`src/rtl/pixel_to_servo_xform.sv`:
```
// pixel_to_servo_xform
// Converts a target pixel coordinate into pan/tilt servo pulse-width counts.
// Each axis goes through the same offset -> scale -> divide -> clamp -> deadband
// path, and the two axes share a single bit-serial restoring divider.

module pixel_to_servo_xform #(
    parameter int COORD_W     = 10,
    parameter int OUT_W       = 11,
    parameter int X_RES       = 640,
    parameter int Y_RES       = 480,
    parameter int PAN_CENTER  = 611,
    parameter int TILT_CENTER = 611,
    parameter int PAN_SPAN    = 444,
    parameter int TILT_SPAN   = 333,
    parameter int PAN_INVERT  = 1,
    parameter int TILT_INVERT = 0,
    parameter int OUT_MIN     = 250,
    parameter int OUT_MAX     = 1000,
    parameter int DEADBAND    = 0
) (
    input  logic               clk,
    input  logic               rst_n,
    input  logic               coord_valid,
    output logic               coord_ready,
    input  logic [COORD_W-1:0] x,
    input  logic [COORD_W-1:0] y,
    output logic [OUT_W-1:0]   pan,
    output logic [OUT_W-1:0]   tilt,
    output logic               out_valid,
    output logic               out_changed
);

    localparam int DIV_STEPS = COORD_W + OUT_W;
    localparam int CNT_W     = $clog2(DIV_STEPS);
    localparam int RW        = COORD_W + 1;
    localparam int TW        = COORD_W + 2;
    localparam int QW        = OUT_W + 1;
    localparam int CW        = OUT_W + 2;

    localparam logic [CNT_W-1:0]     LAST_STEP   = CNT_W'(DIV_STEPS - 1);
    localparam logic [COORD_W-1:0]   X_MAX       = COORD_W'(X_RES - 1);
    localparam logic [COORD_W-1:0]   Y_MAX       = COORD_W'(Y_RES - 1);
    localparam logic [RW-1:0]        X_HALF      = RW'(X_RES / 2);
    localparam logic [RW-1:0]        Y_HALF      = RW'(Y_RES / 2);
    localparam logic [TW-1:0]        X_DIV       = TW'(X_RES);
    localparam logic [TW-1:0]        Y_DIV       = TW'(Y_RES);
    localparam logic [DIV_STEPS-1:0] PAN_SPAN_V  = DIV_STEPS'(PAN_SPAN);
    localparam logic [DIV_STEPS-1:0] TILT_SPAN_V = DIV_STEPS'(TILT_SPAN);
    localparam logic                 PAN_INV_V   = (PAN_INVERT != 0);
    localparam logic                 TILT_INV_V  = (TILT_INVERT != 0);
    localparam logic signed [CW-1:0] PAN_CTR_S   = CW'(PAN_CENTER);
    localparam logic signed [CW-1:0] TILT_CTR_S  = CW'(TILT_CENTER);
    localparam logic signed [CW-1:0] MIN_S       = CW'(OUT_MIN);
    localparam logic signed [CW-1:0] MAX_S       = CW'(OUT_MAX);
    localparam logic signed [CW-1:0] DB_S        = CW'(DEADBAND);
    localparam logic [OUT_W-1:0]     PAN_RST     = OUT_W'(PAN_CENTER);
    localparam logic [OUT_W-1:0]     TILT_RST    = OUT_W'(TILT_CENTER);
    localparam logic [OUT_W-1:0]     MIN_V       = OUT_W'(OUT_MIN);
    localparam logic [OUT_W-1:0]     MAX_V       = OUT_W'(OUT_MAX);

    typedef enum logic [2:0] {
        IDLE,
        LD_PAN,
        DIV_PAN,
        LD_TILT,
        DIV_TILT,
        COMMIT
    } state_t;

    state_t                 state;
    state_t                 state_next;
    logic                   load_en;
    logic                   div_en;
    logic                   commit_en;
    logic                   ld_tilt;
    logic [COORD_W-1:0]     x_q;
    logic [COORD_W-1:0]     y_q;
    logic [COORD_W-1:0]     ld_sat;
    logic [RW-1:0]          ld_off;
    logic [RW-1:0]          ld_mag;
    logic [DIV_STEPS-1:0]   ld_prod;
    logic                   ld_dir;
    logic [DIV_STEPS-1:0]   dividend;
    logic [RW-1:0]          rem;
    logic [QW-1:0]          quot;
    logic [CNT_W-1:0]       step_cnt;
    logic [TW-1:0]          trial;
    logic [TW-1:0]          div_res;
    logic                   trial_ge;
    logic                   pan_dir;
    logic                   tilt_dir;
    logic [OUT_W-1:0]       pan_cand_q;
    logic [OUT_W-1:0]       tilt_cand;
    logic                   pan_upd;
    logic                   tilt_upd;

    // Apply the direction to the quotient around the centre, then clamp to the output range.
    function automatic logic [OUT_W-1:0] make_cand(input logic [QW-1:0] q, input logic dir,
                                                   input logic signed [CW-1:0] center);
        logic signed [CW-1:0] sum;
        sum = dir ? (center - $signed({1'b0, q})) : (center + $signed({1'b0, q}));
        if (sum < MIN_S)
            make_cand = MIN_V;
        else if (sum > MAX_S)
            make_cand = MAX_V;
        else
            make_cand = sum[OUT_W-1:0];
    endfunction

    // True when the candidate has moved further than the deadband from the held value.
    function automatic logic beyond_deadband(input logic [OUT_W-1:0] cand, input logic [OUT_W-1:0] cur);
        logic signed [CW-1:0] diff;
        diff = $signed({2'b00, cand}) - $signed({2'b00, cur});
        if (diff[CW-1])
            diff = -diff;
        beyond_deadband = (diff > DB_S);
    endfunction

    // State register; reset aborts any transaction in flight.
    always_ff @(posedge clk or negedge rst_n) begin
        if (!rst_n)
            state <= IDLE;
        else
            state <= state_next;
    end

    // Walk pan then tilt through load and divide, then commit both together.
    always_comb begin
        state_next = state;
        case (state)
            IDLE:     if (coord_valid) state_next = LD_PAN;
            LD_PAN:   state_next = DIV_PAN;
            DIV_PAN:  if (step_cnt == LAST_STEP) state_next = LD_TILT;
            LD_TILT:  state_next = DIV_TILT;
            DIV_TILT: if (step_cnt == LAST_STEP) state_next = COMMIT;
            COMMIT:   state_next = IDLE;
            default:  state_next = IDLE;
        endcase
    end

    // Control strobes decoded from the current state.
    always_comb begin
        coord_ready = (state == IDLE);
        load_en     = (state == LD_PAN) || (state == LD_TILT);
        div_en      = (state == DIV_PAN) || (state == DIV_TILT);
        commit_en   = (state == COMMIT);
        ld_tilt     = (state == LD_TILT);
    end

    // Saturate the coordinate, centre it and scale its magnitude by the span.
    always_comb begin
        if (ld_tilt)
            ld_sat = (y_q > Y_MAX) ? Y_MAX : y_q;
        else
            ld_sat = (x_q > X_MAX) ? X_MAX : x_q;
        ld_off  = {1'b0, ld_sat} - (ld_tilt ? Y_HALF : X_HALF);
        ld_mag  = ld_off[COORD_W] ? -ld_off : ld_off;
        ld_prod = DIV_STEPS'(ld_mag) * (ld_tilt ? TILT_SPAN_V : PAN_SPAN_V);
        ld_dir  = ld_off[COORD_W] ^ (ld_tilt ? TILT_INV_V : PAN_INV_V);
    end

    // One restoring-division trial per cycle plus the commit-time decisions.
    always_comb begin
        trial     = {rem, dividend[DIV_STEPS-1]};
        div_res   = (state == DIV_TILT) ? Y_DIV : X_DIV;
        trial_ge  = (trial >= div_res);
        tilt_cand = make_cand(quot, tilt_dir, TILT_CTR_S);
        pan_upd   = beyond_deadband(pan_cand_q, pan);
        tilt_upd  = beyond_deadband(tilt_cand, tilt);
    end

    // Coordinate capture, divider state and the parked pan candidate.
    always_ff @(posedge clk or negedge rst_n) begin
        if (!rst_n) begin
            x_q        <= '0;
            y_q        <= '0;
            dividend   <= '0;
            rem        <= '0;
            quot       <= '0;
            step_cnt   <= '0;
            pan_dir    <= 1'b0;
            tilt_dir   <= 1'b0;
            pan_cand_q <= '0;
        end else begin
            if (coord_valid && coord_ready) begin
                x_q <= x;
                y_q <= y;
            end
            if (load_en) begin
                dividend <= ld_prod;
                rem      <= '0;
                quot     <= '0;
                step_cnt <= '0;
                if (ld_tilt)
                    tilt_dir <= ld_dir;
                else
                    pan_dir <= ld_dir;
            end
            if (ld_tilt)
                pan_cand_q <= make_cand(quot, pan_dir, PAN_CTR_S);
            if (div_en) begin
                dividend <= {dividend[DIV_STEPS-2:0], 1'b0};
                rem      <= trial_ge ? RW'(trial - div_res) : trial[RW-1:0];
                quot     <= {quot[QW-2:0], trial_ge};
                step_cnt <= step_cnt + 1'b1;
            end
        end
    end

    // Outputs move only at commit, both axes on the same edge.
    always_ff @(posedge clk or negedge rst_n) begin
        if (!rst_n) begin
            pan         <= PAN_RST;
            tilt        <= TILT_RST;
            out_valid   <= 1'b0;
            out_changed <= 1'b0;
        end else begin
            out_valid   <= commit_en;
            out_changed <= commit_en && (pan_upd || tilt_upd);
            if (commit_en && pan_upd)
                pan <= pan_cand_q;
            if (commit_en && tilt_upd)
                tilt <= tilt_cand;
        end
    end

endmodule

```
`config.mk`:
```
export PLATFORM = sky130hd
export DESIGN_NAME = pixel_to_servo_xform
export DESIGN_NICKNAME = d
export VERILOG_FILES = /design/src/rtl/pixel_to_servo_xform.sv
export SDC_FILE = /design/constraint.sdc
export NUM_CORES = 1
export LEC_CHECK = 0
export BUFFER_PORTS_ARGS = -buffer_cell sky130_fd_sc_hd__buf_2
export CAP_MARGIN = 40
export CORE_MARGIN = 5
export CORE_UTILIZATION = 64
export CTS_CLUSTER_DIAMETER = 60
export DETAILED_ROUTE_END_ITERATION = 16
export GPL_ROUTABILITY_DRIVEN = 0
export MAX_ROUTING_LAYER = met4
export PLACE_DENSITY = 0.83
export SLEW_MARGIN = 5
export SYNTH_ARGS = -nofsm -noshare
export SYNTH_HDL_FRONTEND = slang
export SYNTH_SLANG_ARGS = --single-unit
```
`constraint.sdc`:
```
create_clock -name clk -period 8.4 [get_ports clk]
set_clock_uncertainty 0.05 [all_clocks]
set_input_delay 0.84 -clock clk [delete_from_list [all_inputs] [get_ports clk]]
set_output_delay 0.84 -clock clk [all_outputs]
set_load 0.02 [all_outputs]
```
Word-level counts from Yosys, hierarchy flattened --
Cells that the tools add are included.
Cells by class: add/sub/neg operators 10, multipliers 1, magnitude comparators 9, equality and inequality tests 9, muxes and demuxes 29, bitwise operators 2, reductions and logical operators 12
Operators with widths (count):
- 11-bit two-way mux | 8
- 13-bit two-way mux | 4
- 21-bit two-way mux | 2
- 10-bit two-way mux | 4
- 13-bit by 1-bit greater-than comparator with 1-bit output, second input constant | 2
- 13-bit by 11-bit greater-than comparator with 1-bit output, second input constant | 2
- 13-bit by 9-bit less-than comparator with 1-bit output, second input constant | 2
- 12-bit negation with 13-bit output | 2
- 12-bit two-way mux | 2
- 11-bit by 11-bit subtractor with 12-bit output | 2
- 11-bit by 9-bit multiplier with 20-bit output | 1
- 3-bit one-hot mux with 5 select lines | 1
- 10-bit by 12-bit adder with 13-bit output, first input constant | 1
- 10-bit by 12-bit subtractor with 13-bit output, first input constant | 1
- 12-bit by 10-bit >= comparator with 1-bit output | 1
- 11-bit negation | 1
- 10-bit by 9-bit subtractor with 11-bit output | 1
- 11-bit by 10-bit subtractor with 11-bit output | 1
- 10-bit greater-than comparator, second input constant | 1
- 10-bit by 9-bit greater-than comparator with 1-bit output, second input constant | 1
- 5-bit two-way mux | 2
- 3-bit two-way mux | 3
- 9-bit two-way mux | 1
- 8-bit two-way mux | 1
- other kinds (15) | 25
Storage, ports and cells: register bits 109, bits of input ports 23, output and inout bits 25, word-level logic and storage cells 86

Longest topological paths before layout --
Gate-level depths: netlist (run 1).
depth after elaboration 11, depth in mapped cells 35, depth with buffers taken out 31

Least setup slack after synthesis (run 1) --
Ideal clock, no wire load.
path kind reg2reg, start reg state[1], end reg dividend[18], library setup time 0.135 ns, data arrival time 7.156 ns, data required time 8.215 ns, path slack 1.059 ns, stages on the path, launching flop included 33, buffers on the path 4, path through dfrtp_1 buf_2 nand3b_1 inv_2 buf_1 clkbuf_1 o21ai_0 nand2_1 ha_1 inv_1 a2111oi_0 o21a_1 a211oi_1 clkbuf_1 nand2_1 xor2_1 nand2_1 fa_1 fa_1 inv_1 fa_1 inv_1 fa_1 inv_1 ha_1 inv_1 o21ai_0 a2111o_1 a31oi_1 a21oi_1 a21oi_1 xor2_1 o21ai_0
On the way: longest elaborated chain between the ends 8, elaborated cells on any way between the ends 16
RTL lines:
- from (decl) | line 70 | state_t state;
- from (signal assigned) | line 124 | state <= state_next;
- 3-bit by 2-bit == test with 1-bit output | line 144, 147
- 10-bit two-way mux / 9-bit two-way mux (equally long branches) | line 152, 156
- 10-bit by 9-bit subtractor with 11-bit output | line 156 | ld_off = {1'b0, ld_sat} - (ld_tilt ? Y_HALF : X_HALF);
- 11-bit negation | line 157 | ld_mag = ld_off[COORD_W] ? -ld_off : ld_off;
- 11-bit two-way mux | line 157
- 11-bit by 9-bit multiplier with 20-bit output | line 158 | ld_prod = DIV_STEPS'(ld_mag) * (ld_tilt ? TILT_SPAN_V : PAN_SPAN_V);
- 21-bit two-way mux | line 189 | if (load_en) begin
- 21-bit two-way mux | line 201 | if (div_en) begin
- to (signal assigned) | line 190 | dividend <= ld_prod;
- to (signal assigned) | line 202 | dividend <= {dividend[DIV_STEPS-2:0], 1'b0};
- to (decl) | line 83 | logic [DIV_STEPS-1:0] dividend;
Several ways; a longest one is shown, not always the timed one. The select of a mux whose other input is x is not followed. A chain may end at the register's enable or synchronous reset.

Worst setup path after layout (run 1) --
start reg state[0], end reg dividend[19]
Same word-level chain as after synthesis.

==> results.md, run 1 <==
- Wire per inst: 16.5 um
- Clock Latency Late Sink: 360 ps
- Finished Core Util: 70.0%
- Yosys cell types: 86
- Register area share after synthesis: 26.6%
- Synth warn: 0
- All-layer global routing usage: 26.6%
- Most frequent cells in the layout: 127 x inv_1, 99 x dfrtp_1, 90 x nand2_1, 81 x ha_1
- CP peak stage delay: 570 ps
- Inserted Clock Buffers: 9
- Mapped Cells: 1161
- Fin Setup TNS: 0 ps
- Setup crit start kind: flip-flop
- Most common cell after layout, fill and taps aside: inv_1
- Setup-failing EPs final: 0
- Worst-path clk slew: 80 ps
- Largest net degree at the start of global routing: 67
- Asr flop ratio synth: 100%
- Syn Std Cell Area: 10300 sq um
- CP Class: flip-flop to flip-flop
- Std-Cell Core Area: 15800 sq um
- Number of nets in the layout: 1346
- Initial antenna violation count: 1
- Wire length of the first global-routing pass: 39600 um
- Worst Setup End Kind: flip-flop
- CTS Hold Bufs: 0
- Die extent in x: 137 um
- TritonRoute pass-1 iters: 5
- Ports: 48
- Hold Crit Class: primary input to asynchronous set/reset pin
- Maximum root-to-sink buffer count: 2
- Worst Path Arrival: 7920 ps
- Syn Area/Cell: 8.86 sq um
- Worst R2R Path Depth: 27
- Number of synthesized register bits: 109
- Post-synth top flop: dfrtp_1
- CTS root buf: clkbuf_16
- Worst-Margin Slew: 931 ps
- Via density: 6.09
- Slack of the worst reg-to-reg path: 660 ps
- Worst slew margin: 37.9%
- Crit path buffers/inverters: 3
- Critical-path maximum fanout: 17
- Vias in the first global route: 8518
- Final hold violations: 0
- Minimum clock period: 7740 ps
- Post-CTS sizing: 0
- CP top delay family: adder cells
- Postcts setup bufs: 0
- Antenna viol nets, final: 0
- Status: completed
- Fraction of layout cells with a size suffix above 1: 11.8%
- Area growth, synth to finish: 7.65%
- Initial DRC count: 569
- F_max: 0.129 GHz
- Final Slew Violations: 0
- CTS tree: done
- Die Y: 137 um
- Reg-to-Reg End: dividend[19]
- Overflow after GRT: 0
- Cell mode on critical path: fa_1
- # rows: 46
- CTS Sinks: 109
- Total number of vias: 8578
- Initial Util: 65.0%
- Max-cap violations: 0
- H-tree depth: 3
- Unrepaired setup endpoints after global routing: no
- Routed WL: 23200 um
- Worst path slowest cell: dfrtp_1
- R2R Path Start: state[0]
- HPWL Detailed: 17400 um
- Die ar.: 18700 sq um
- Remaining DRCs: 0
- EDFF count, synth: 0
- Period utilization: 92.1%
- Number of port buffers: 47
- Worst EP required: 8580 ps
layout make-up:
| type | instances | area, sq um |
|---|---|---|
| Clock buffer | 9 | 225 |
| Antenna cell | 1 | 2.50 |
| Sequential cell | 109 | 2740 |
| Tap cell | 216 | 270 |
| Multi-Input combinational cell | 876 | 6860 |
| Clock inverter | 7 | 143 |
| Fill cell | 1208 | 4750 |
| Inverter | 130 | 488 |
| Timing Repair Buffer | 60 | 343 |
synth_stat cells, types with 7 or more instances:
| master | instances | area share (%) |
|---|---|---|
| inv_1 | 127 | 4.6 |
| dfrtp_1 | 99 | 24 |
| nand2_1 | 90 | 3.3 |
| ha_1 | 81 | 9.9 |
| nor2_1 | 73 | 2.7 |
| o21ai_0 | 73 | 3.6 |
| fa_1 | 56 | 11 |
| nand3_1 | 48 | 2.3 |
| a21oi_1 | 46 | 2.2 |
| clkbuf_1 | 39 | 1.4 |
| xnor2_1 | 33 | 2.8 |
| xor2_1 | 26 | 2.2 |
| nor3_1 | 24 | 1.2 |
| mux2_2 | 23 | 2.5 |
| a31oi_1 | 19 | 1.2 |
| a22oi_1 | 18 | 1.3 |
| a21o_1 | 17 | 1.2 |
| nand3b_1 | 15 | 1.1 |
| mux2i_1 | 14 | 1.4 |
| nor2b_1 | 14 | 0.85 |
| nand2b_1 | 12 | 0.73 |
| o31ai_1 | 12 | 0.88 |
| o311ai_0 | 11 | 0.94 |
| dfstp_2 | 10 | 2.6 |
| o21ai_1 | 10 | 0.49 |
| o21a_1 | 9 | 0.66 |
| nand4_1 | 8 | 0.49 |
| a211oi_1 | 7 | 0.51 |
| mux2_4 | 7 | 1.0 |
| o21bai_1 | 7 | 0.51 |
worst register-to-register path, cell delays in order, from the launching register on:
cell	delay [ps]
dfrtp_1	570
nand3b_1	360
inv_2	340
o21ai_0	190
nand2_1	100
ha_1	260
inv_1	60
a2111oi_0	60
o21a_1	220
a211oi_2	510
nand2b_1	140
xor2_1	400
nand2_1	230
fa_1	470
fa_1	560
fa_1	450
fa_1	550
inv_1	40
ha_1	310
nor2b_1	170
o21ai_0	240
a21boi_0	190
o41a_1	360
a21oi_1	170
a21oi_1	120
a31oi_1	210
xnor2_1	150
o21ai_0	100
metrics by stage:
step | hold slack (ps) | worst slack [ps] | cell area [sq um] | std cells
2_1_floorplan | 390 | 1060 | 10300 | 1169
3_3_place_gp | 411 | 1120 | 10700 | 1390
3_5_place_dp | 422 | 755 | 10700 | 1391
4_1_cts | 441 | 744 | 11100 | 1407
5_1_grt | 464 | 156 | 11100 | 1408
6_report | 422 | 660 | 11100 | 1408
worst max-delay path by stage:
stage	start	to	slack [ps]	cells after the start
final	state[0]	dividend[19]	660	27
after global routing	state[0]	dividend[19]	160	27
after CTS	state[0]	dividend[19]	740	27
after detailed placement	state[1]	dividend[19]	760	27
after global placement	state[0]	dividend[18]	1120	28
after floorplan	state[1]	dividend[18]	1060	32
flip-flops by register name, summed over array words and instances, names as in the netlist:
signal and flops:
dividend 21, out_changed 1, out_valid 1, pan 11
pan_cand_q 11, pan_dir 1, quot 12, rem 11
state 3, step_cnt 5, tilt 11, tilt_dir 1
x_q 10, y_q 10
layer usage:
| layer | GRT usage [%] | vias to the layer above | share of wire, % |
|---|---|---|---|
| met5 | - | - | 0 |
| met1 | 34.2 | 4165 | 43 |
| li1 | - | 4132 | - |
| met4 | 7.15 | 0 | 1.9 |
| met3 | 3.68 | 47 | 4.3 |
| met2 | 44.6 | 234 | 51 |
logic make-up (layout without fill, tap and decap cells):
group                      after synthesis  in the layout  synth area share (%)
and+or+nand+nor                        332            332                  16.1
AOI/OAI and AO/OA                      294            294                  19.5
buffers and inverters                  184            206                  7.07
adders and majority gates              137            137                  20.7
DFF                                    109            109                  26.6
xor gates and xnor gates                59             59                  5.02
muxes                                   44             44                  4.90
other                                    2             11                0.0730
Power of run 1 is not shown: default switching activity piles up to over one toggle a cycle in this logic, so the estimate is an artifact.
==> inputs of run 2 (changes only) <==
Settings changed: RECOVER_POWER set to 50.
==> run 2 against run 1 <==
Global-route usage is the same. Die area is the same. The run now ends with max-capacitance violations, max-slew violations left. Critical path type unchanged. Register-to-register slack is essentially flat. Largest cell class unchanged. Fmax is essentially flat. Sequential share of layout area grew 0.098 points.
==> results.md, run 2 (synthesized netlist as in run 1, its figures left out) <==
- Final hold violations: 0 (unchanged)
- Worst Path Arrival: 7930 ps (was 7920 ps)
- Area growth, synth to finish: 7.22% (was 7.65%)
- Worst slew margin: -127% (was 37.9%)
- Postcts setup bufs: 0 (unchanged)
- Inserted Clock Buffers: 9 (unchanged)
- F_max: 0.129 GHz (about the same)
- Top reg by flops: dividend (unchanged)
- Critical-path maximum fanout: 17 (unchanged)
- CTS Sinks: 109 (unchanged)
- CP startpoint: state[1] (was state[0])
- Failing checks: max-capacitance violations, max-slew violations
- Number of nets in the layout: 1346 (unchanged)
- Initial Util: 65.0% (unchanged)
- All-layer global routing usage: 26.6% (unchanged)
- Hold Crit Class: flip-flop to flip-flop (was primary input to asynchronous set/reset pin)
- Std-Cell Core Area: 15800 sq um (unchanged)
- Overflow after GRT: 0 (unchanged)
- Clock Latency Late Sink: 360 ps (about the same)
- DR WL met3: 1010 um (was 1000 um)
- Status: complete, but fails checks (was completed)
- Antenna viol nets, final: 0 (unchanged)
- Metal-1 WL: 10100 um (was 10000 um)
- Wire length of the first global-routing pass: 39600 um (unchanged)
- Minimum clock period: 7750 ps (was 7740 ps)
- Largest net degree at the start of global routing: 67 (unchanged)
- # rows: 46 (unchanged)
- Worst-Margin Slew: 3410 ps (was 931 ps)
- CTS tree: done (unchanged)
- Worst EP required: 8580 ps (about the same)
- Critical Path End: dividend[19] (unchanged)
- R2R Path Start: state[1] (was state[0])
- CTS Hold Bufs: 0 (unchanged)
- Die extent in x: 137 um (unchanged)
- CTS root buf: clkbuf_16 (unchanged)
- Setup-failing EPs final: 0 (unchanged)
- Remaining DRCs: 0 (unchanged)
- Routed WL: 23200 um (about the same)
- Fraction of layout cells with a size suffix above 1: 9.49% (was 11.8%)
- Most frequent cells in the layout: 127 x inv_1, 99 x dfrtp_1, 90 x nand2_1, 81 x ha_1 (unchanged)
- Worst R2R Path Depth: 27 (unchanged)
- Highest metal layer with signal wires: met4 (unchanged)
- DR WL met2: 11700 um (about the same)
- Reg-to-Reg End: dividend[19] (unchanged)
- Largest registers: dividend: 21 flops, quot: 12 flops (unchanged)
- Vias in the first global route: 8518 (unchanged)
- Initial antenna violation count: 1 (unchanged)
- Worst Setup End Kind: flip-flop (unchanged)
- Final Slew Violations: 152 (was 0)
- Worst-path clk slew: 80 ps (about the same)
- Slack of the worst reg-to-reg path: 650 ps (was 660 ps)
- Die Y: 137 um (unchanged)
- Wire per inst: 16.5 um (about the same)
- Period utilization: 92.2% (was 92.1%)
- Fin Setup TNS: 0 ps (unchanged)
- Ports: 48 (unchanged)
- Die ar.: 18700 sq um (unchanged)
- Initial DRC count: 542 (was 569)
- Max reg flops: 21 (unchanged)
- Number of port buffers: 47 (unchanged)
- Max-cap violations: 3 (was 0)
- Maximum root-to-sink buffer count: 2 (unchanged)
- Total number of vias: 8581 (was 8578)
- HPWL Detailed: 17400 um (unchanged)
- TritonRoute pass-1 iters: 5 (unchanged)
- Setup crit start kind: flip-flop (unchanged)
- Fillers: 1231 (was 1208)
- H-tree depth: 3 (unchanged)
- Unrepaired setup endpoints after global routing: no (unchanged)
- Most common cell after layout, fill and taps aside: inv_1 (unchanged)
- Post-CTS sizing: 0 (unchanged)
- Via density: 6.09 (about the same)
- CP Class: flip-flop to flip-flop (unchanged)
## run 2: routing by layer
| layer | up-vias | global-route usage (%) |
|---|---|---|
| met1 | 4179 | 34.2 |
| met4 | 0 | 7.15 |
| li1 | 4128 | - |
| met3 | 43 | 3.68 |
| met2 | 231 | 44.6 |
| met5 | - | - |
## run 2: how the worst min path moves through the flow
stage | startpoint | end | slack, ps | cells after the start
2_1_floorplan | dividend[19] | dividend[20] | 390 | 2
3_3_place_gp | dividend[5] | dividend[5] | 410 | 2
3_5_place_dp | dividend[5] | dividend[5] | 420 | 2
4_1_cts | rst_n | rem[0] | 440 | 1
5_1_grt | dividend[0] | dividend[0] | 460 | 1
6_report | dividend[5] | dividend[5] | 440 | 2
## run 2: layout make-up
cell class / instances / area (sq um) / area share [%]
inverter: 130 / 488 / 4.42
multi-input combinational: 876 / 6860 / 62.2
sequential: 109 / 2740 / 24.8
tap: 216 / 270 / 2.45
clock buffer: 9 / 225 / 2.04
timing repair buffer: 60 / 302 / 2.73
antenna: 1 / 2.50 / 0.0227
clock inverter: 7 / 143 / 1.29
## run 2: critical path: stages, from the launching register on
cell,delay [ps]
dfrtp_1,550
nand3b_1,370
inv_2,350
o21ai_0,190
nand2_1,100
ha_1,260
inv_1,60
a2111oi_0,60
o21a_1,220
a211oi_2,530
nand2b_1,130
xor2_1,410
nand2_1,230
fa_1,470
fa_1,560
fa_1,450
fa_1,550
inv_1,40
ha_1,310
nor2b_1,160
o21ai_0,240
a21boi_0,190
o41a_1,360
a21oi_1,170
a21oi_1,120
a31oi_1,210
xnor2_1,150
o21ai_0,100
## run 2: through the flow
step / cells / hold slack (ps) / util (%) / worst slack (ps) / area (sq um)
floorplan: 1169 / 390 / - / 1060 / 10300
global placement: 1390 / 411 / 67.5 / 1120 / 10700
detailed placement: 1391 / 422 / 67.6 / 755 / 10700
CTS: 1407 / 441 / 70.0 / 744 / 11100
global route: 1408 / 464 / 69.7 / 164 / 11000
finish: 1408 / 436 / 69.7 / 652 / 11000
Power of run 2 is left out for the same reason.
==> inputs of run 3 (changes only) <==
Settings changed: ABC_AREA set to 1, PLACE_DENSITY 0.83 to 0.82.
==> run 3 against run 2 <==
The flow still finishes with violations (max-capacitance violations, max-slew violations). Via count grew 8.9%. Cell count grew 23%. Fmax grew 0.89%. Die area grew 2.0%. Global-route usage shrank 1.1 points. Register-to-register slack gained 70 ps. Synthesized cell count grew 26%. Core utilization grew 0.42 points. Wire length grew 0.22%. Worst setup slack gained 68 ps. Critical path type unchanged. Largest cell class unchanged. Highest routed layer unchanged.
==> results.md, run 3 <==
- Status: complete, but fails checks (unchanged)
- Failing checks: max-capacitance violations, max-slew violations (unchanged)
- Unrepaired setup endpoints after global routing: no (unchanged)
- Largest net degree at the start of global routing: 57 (was 67)
- Vias in the first global route: 8999 (was 8518)
- Std-Cell Core Area: 16000 sq um (was 15800 sq um)
- Largest area contributor in the netlist: dfrtp_1 (unchanged)
- Top reg by flops: dividend (unchanged)
- All-layer global routing usage: 25.5% (was 26.6%)
- Worst slew margin: -99.6% (was -127%)
- Initial DRC count: 560 (was 542)
- Yosys cell types: 52 (was 86)
- Initial antenna violation count: 0 (was 1)
- EDFF count, synth: 0 (unchanged)
- Post-CTS sizing: 0 (unchanged)
- CTS root buf: clkbuf_16 (unchanged)
- # rows: 46 (unchanged)
- Wire per inst: 13.5 um (was 16.5 um)
- Critical-path maximum fanout: 31 (was 17)
- Die ar.: 19100 sq um (was 18700 sq um)
- Setup crit start kind: flip-flop (unchanged)
- Synth warn: 0 (unchanged)
- Period utilization: 91.4% (was 92.2%)
- CP top delay family: adder cells (unchanged)
- Synth top cells by count: 388 x nand2_1, 253 x inv_1, 119 x nor2_1 (was 127 x inv_1, 99 x dfrtp_1, 90 x nand2_1)
- Maximum root-to-sink buffer count: 2 (unchanged)
- Fraction of layout cells with a size suffix above 1: 8.48% (was 9.49%)
- Multi-input combinational cell area: 6630 sq um (was 6860 sq um)
- Number of port buffers: 47 (unchanged)
- CP Class: flip-flop to flip-flop (unchanged)
- Total number of vias: 9344 (was 8581)
- Antenna viol nets, final: 0 (unchanged)
- H-tree depth: 3 (unchanged)
- Postcts setup bufs: 0 (unchanged)
- Post-synth top flop: dfrtp_1 (unchanged)
- Minimum clock period: 7680 ps (was 7750 ps)
- Crit path buffers/inverters: 8 (was 3)
- Worst Setup End Kind: flip-flop (unchanged)
- Diode count: 0 (was 1)
- Inserted Clock Buffers: 9 (unchanged)
- Worst-path clk slew: 80 ps (about the same)
- CTS tree: done (unchanged)
- Wire length of the first global-routing pass: 40600 um (was 39600 um)
- Slack of the worst reg-to-reg path: 720 ps (was 650 ps)
- Most common cell after layout, fill and taps aside: nand2_1 (was inv_1)
- Hold Crit Class: flip-flop to flip-flop (unchanged)
- Syn Std Cell Area: 10500 sq um (was 10300 sq um)
- Fillers: 1392 (was 1231)
- Max reg flops: 21 (unchanged)
- Worst path slowest cell: nor3_2 (was fa_1)
- Finished Core Util: 70.1% (was 69.7%)
- Number of synthesized register bits: 109 (unchanged)
- F_max: 0.130 GHz (was 0.129 GHz)
- CTS Hold Bufs: 0 (unchanged)
- Overflow after GRT: 0 (unchanged)
- Die extent in x: 138 um (was 137 um)
- TritonRoute pass-1 iters: 5 (unchanged)
- Routed WL: 23300 um (was 23200 um)
- Ports: 48 (unchanged)
- Register area: 2740 sq um (unchanged)
- Remaining DRCs: 0 (unchanged)
- Area growth, synth to finish: 6.73% (was 7.22%)
- CP peak stage delay: 640 ps (was 560 ps)
- CTS Sinks: 109 (unchanged)
- Fin Setup TNS: 0 ps (unchanged)
- Post-synth top area share: 23.6% (was 24.1%)
- Final Slew Violations: 112 (was 152)
- Via density: 5.41 (was 6.09)
- Clock Latency Late Sink: 350 ps (was 360 ps)
- Register area share after synthesis: 26.1% (was 26.6%)
- Most common cell in the synthesized netlist: nand2_1 (was inv_1)
- Worst EP required: 8570 ps (was 8580 ps)
- Max-cap violations: 2 (was 3)
- Number of nets in the layout: 1665 (was 1346)
- HPWL Detailed: 18800 um (was 17400 um)
- Largest registers: dividend: 21 flops, quot: 12 flops (unchanged)
- Worst Path Arrival: 7850 ps (was 7930 ps)
- Initial Util: 65.7% (was 65.0%)
- Setup-failing EPs final: 0 (unchanged)
- Asr flop ratio synth: 100% (unchanged)
- Worst-Margin Slew: 2990 ps (was 3410 ps)
- Final hold violations: 0 (unchanged)
- Die Y: 138 um (was 137 um)
- Mapped Cells: 1464 (was 1161)
- Most frequent cells in the layout: 388 x nand2_1, 253 x inv_1, 120 x nor2_1, 118 x nand3_1, 99 x dfrtp_1 (was 127 x inv_1, 99 x dfrtp_1, 90 x nand2_1, 81 x ha_1)
- Syn Area/Cell: 7.18 sq um (was 8.86 sq um)
- Synth area leaders: dfrtp_1 24%, nand2_1 14%, fa_1 11% (was dfrtp_1 24%, fa_1 11%, ha_1 9.9%)
run 3: logic make-up after synthesis:
group / synth area share, %
adders and majority gates: 20.3
muxes: 1.07
and+or+nand+nor: 30.0
buffers and inverters: 11.2
DFF: 26.1
xor gates and xnor gates: 1.90
AOI/OAI and AO/OA: 9.38
other: 0.0714
run 3: layout make-up:
cell class | instances | area share (%)
tap | 216 | 2.41
clock inverter | 3 | 0.234
clock buffer | 13 | 2.41
multi-input combinational | 1062 | 59.1
timing repair buffer | 55 | 2.48
inverter | 268 | 8.99
sequential | 109 | 24.4
run 3: final timing paths:
check / from / end / cells past startpoint
setup / recovery: state[2] / dividend[16] / 31
hold / removal: pan[9] / pan[9] / 2
setup reg to reg: state[2] / dividend[16] / 31
hold reg to reg: pan[9] / pan[9] / 2
max in group asynchronous: rst_n / quot[10] / 2
min in group asynchronous: rst_n / x_q[2] / 1
run 3: stage by stage:
step	instances	worst slack, ps	instance area, sq um	hold WS, ps
2_1_floorplan	1472	2040	10500	390
3_3_place_gp	1708	1130	10900	406
3_5_place_dp	1710	798	11000	409
4_1_cts	1726	782	11300	420
5_1_grt	1726	137	11200	437
6_report	1726	720	11200	421
run 3: metal layers:
layer / GRT usage (%) / vias up / share of wire (%)
li1: - / 4727 / -
met1: 32.8 / 4348 / 44
met2: 42.9 / 214 / 49
met3: 3.31 / 55 / 4.0
met4: 6.86 / 0 / 2.5
met5: - / - / 0
run 3: tightest hold or removal path: stages (launching register included):
cell	delay, ps
dfstp_2	380
nand2_1	50
nand2_1	40
Power of run 3 is left out for the same reason.
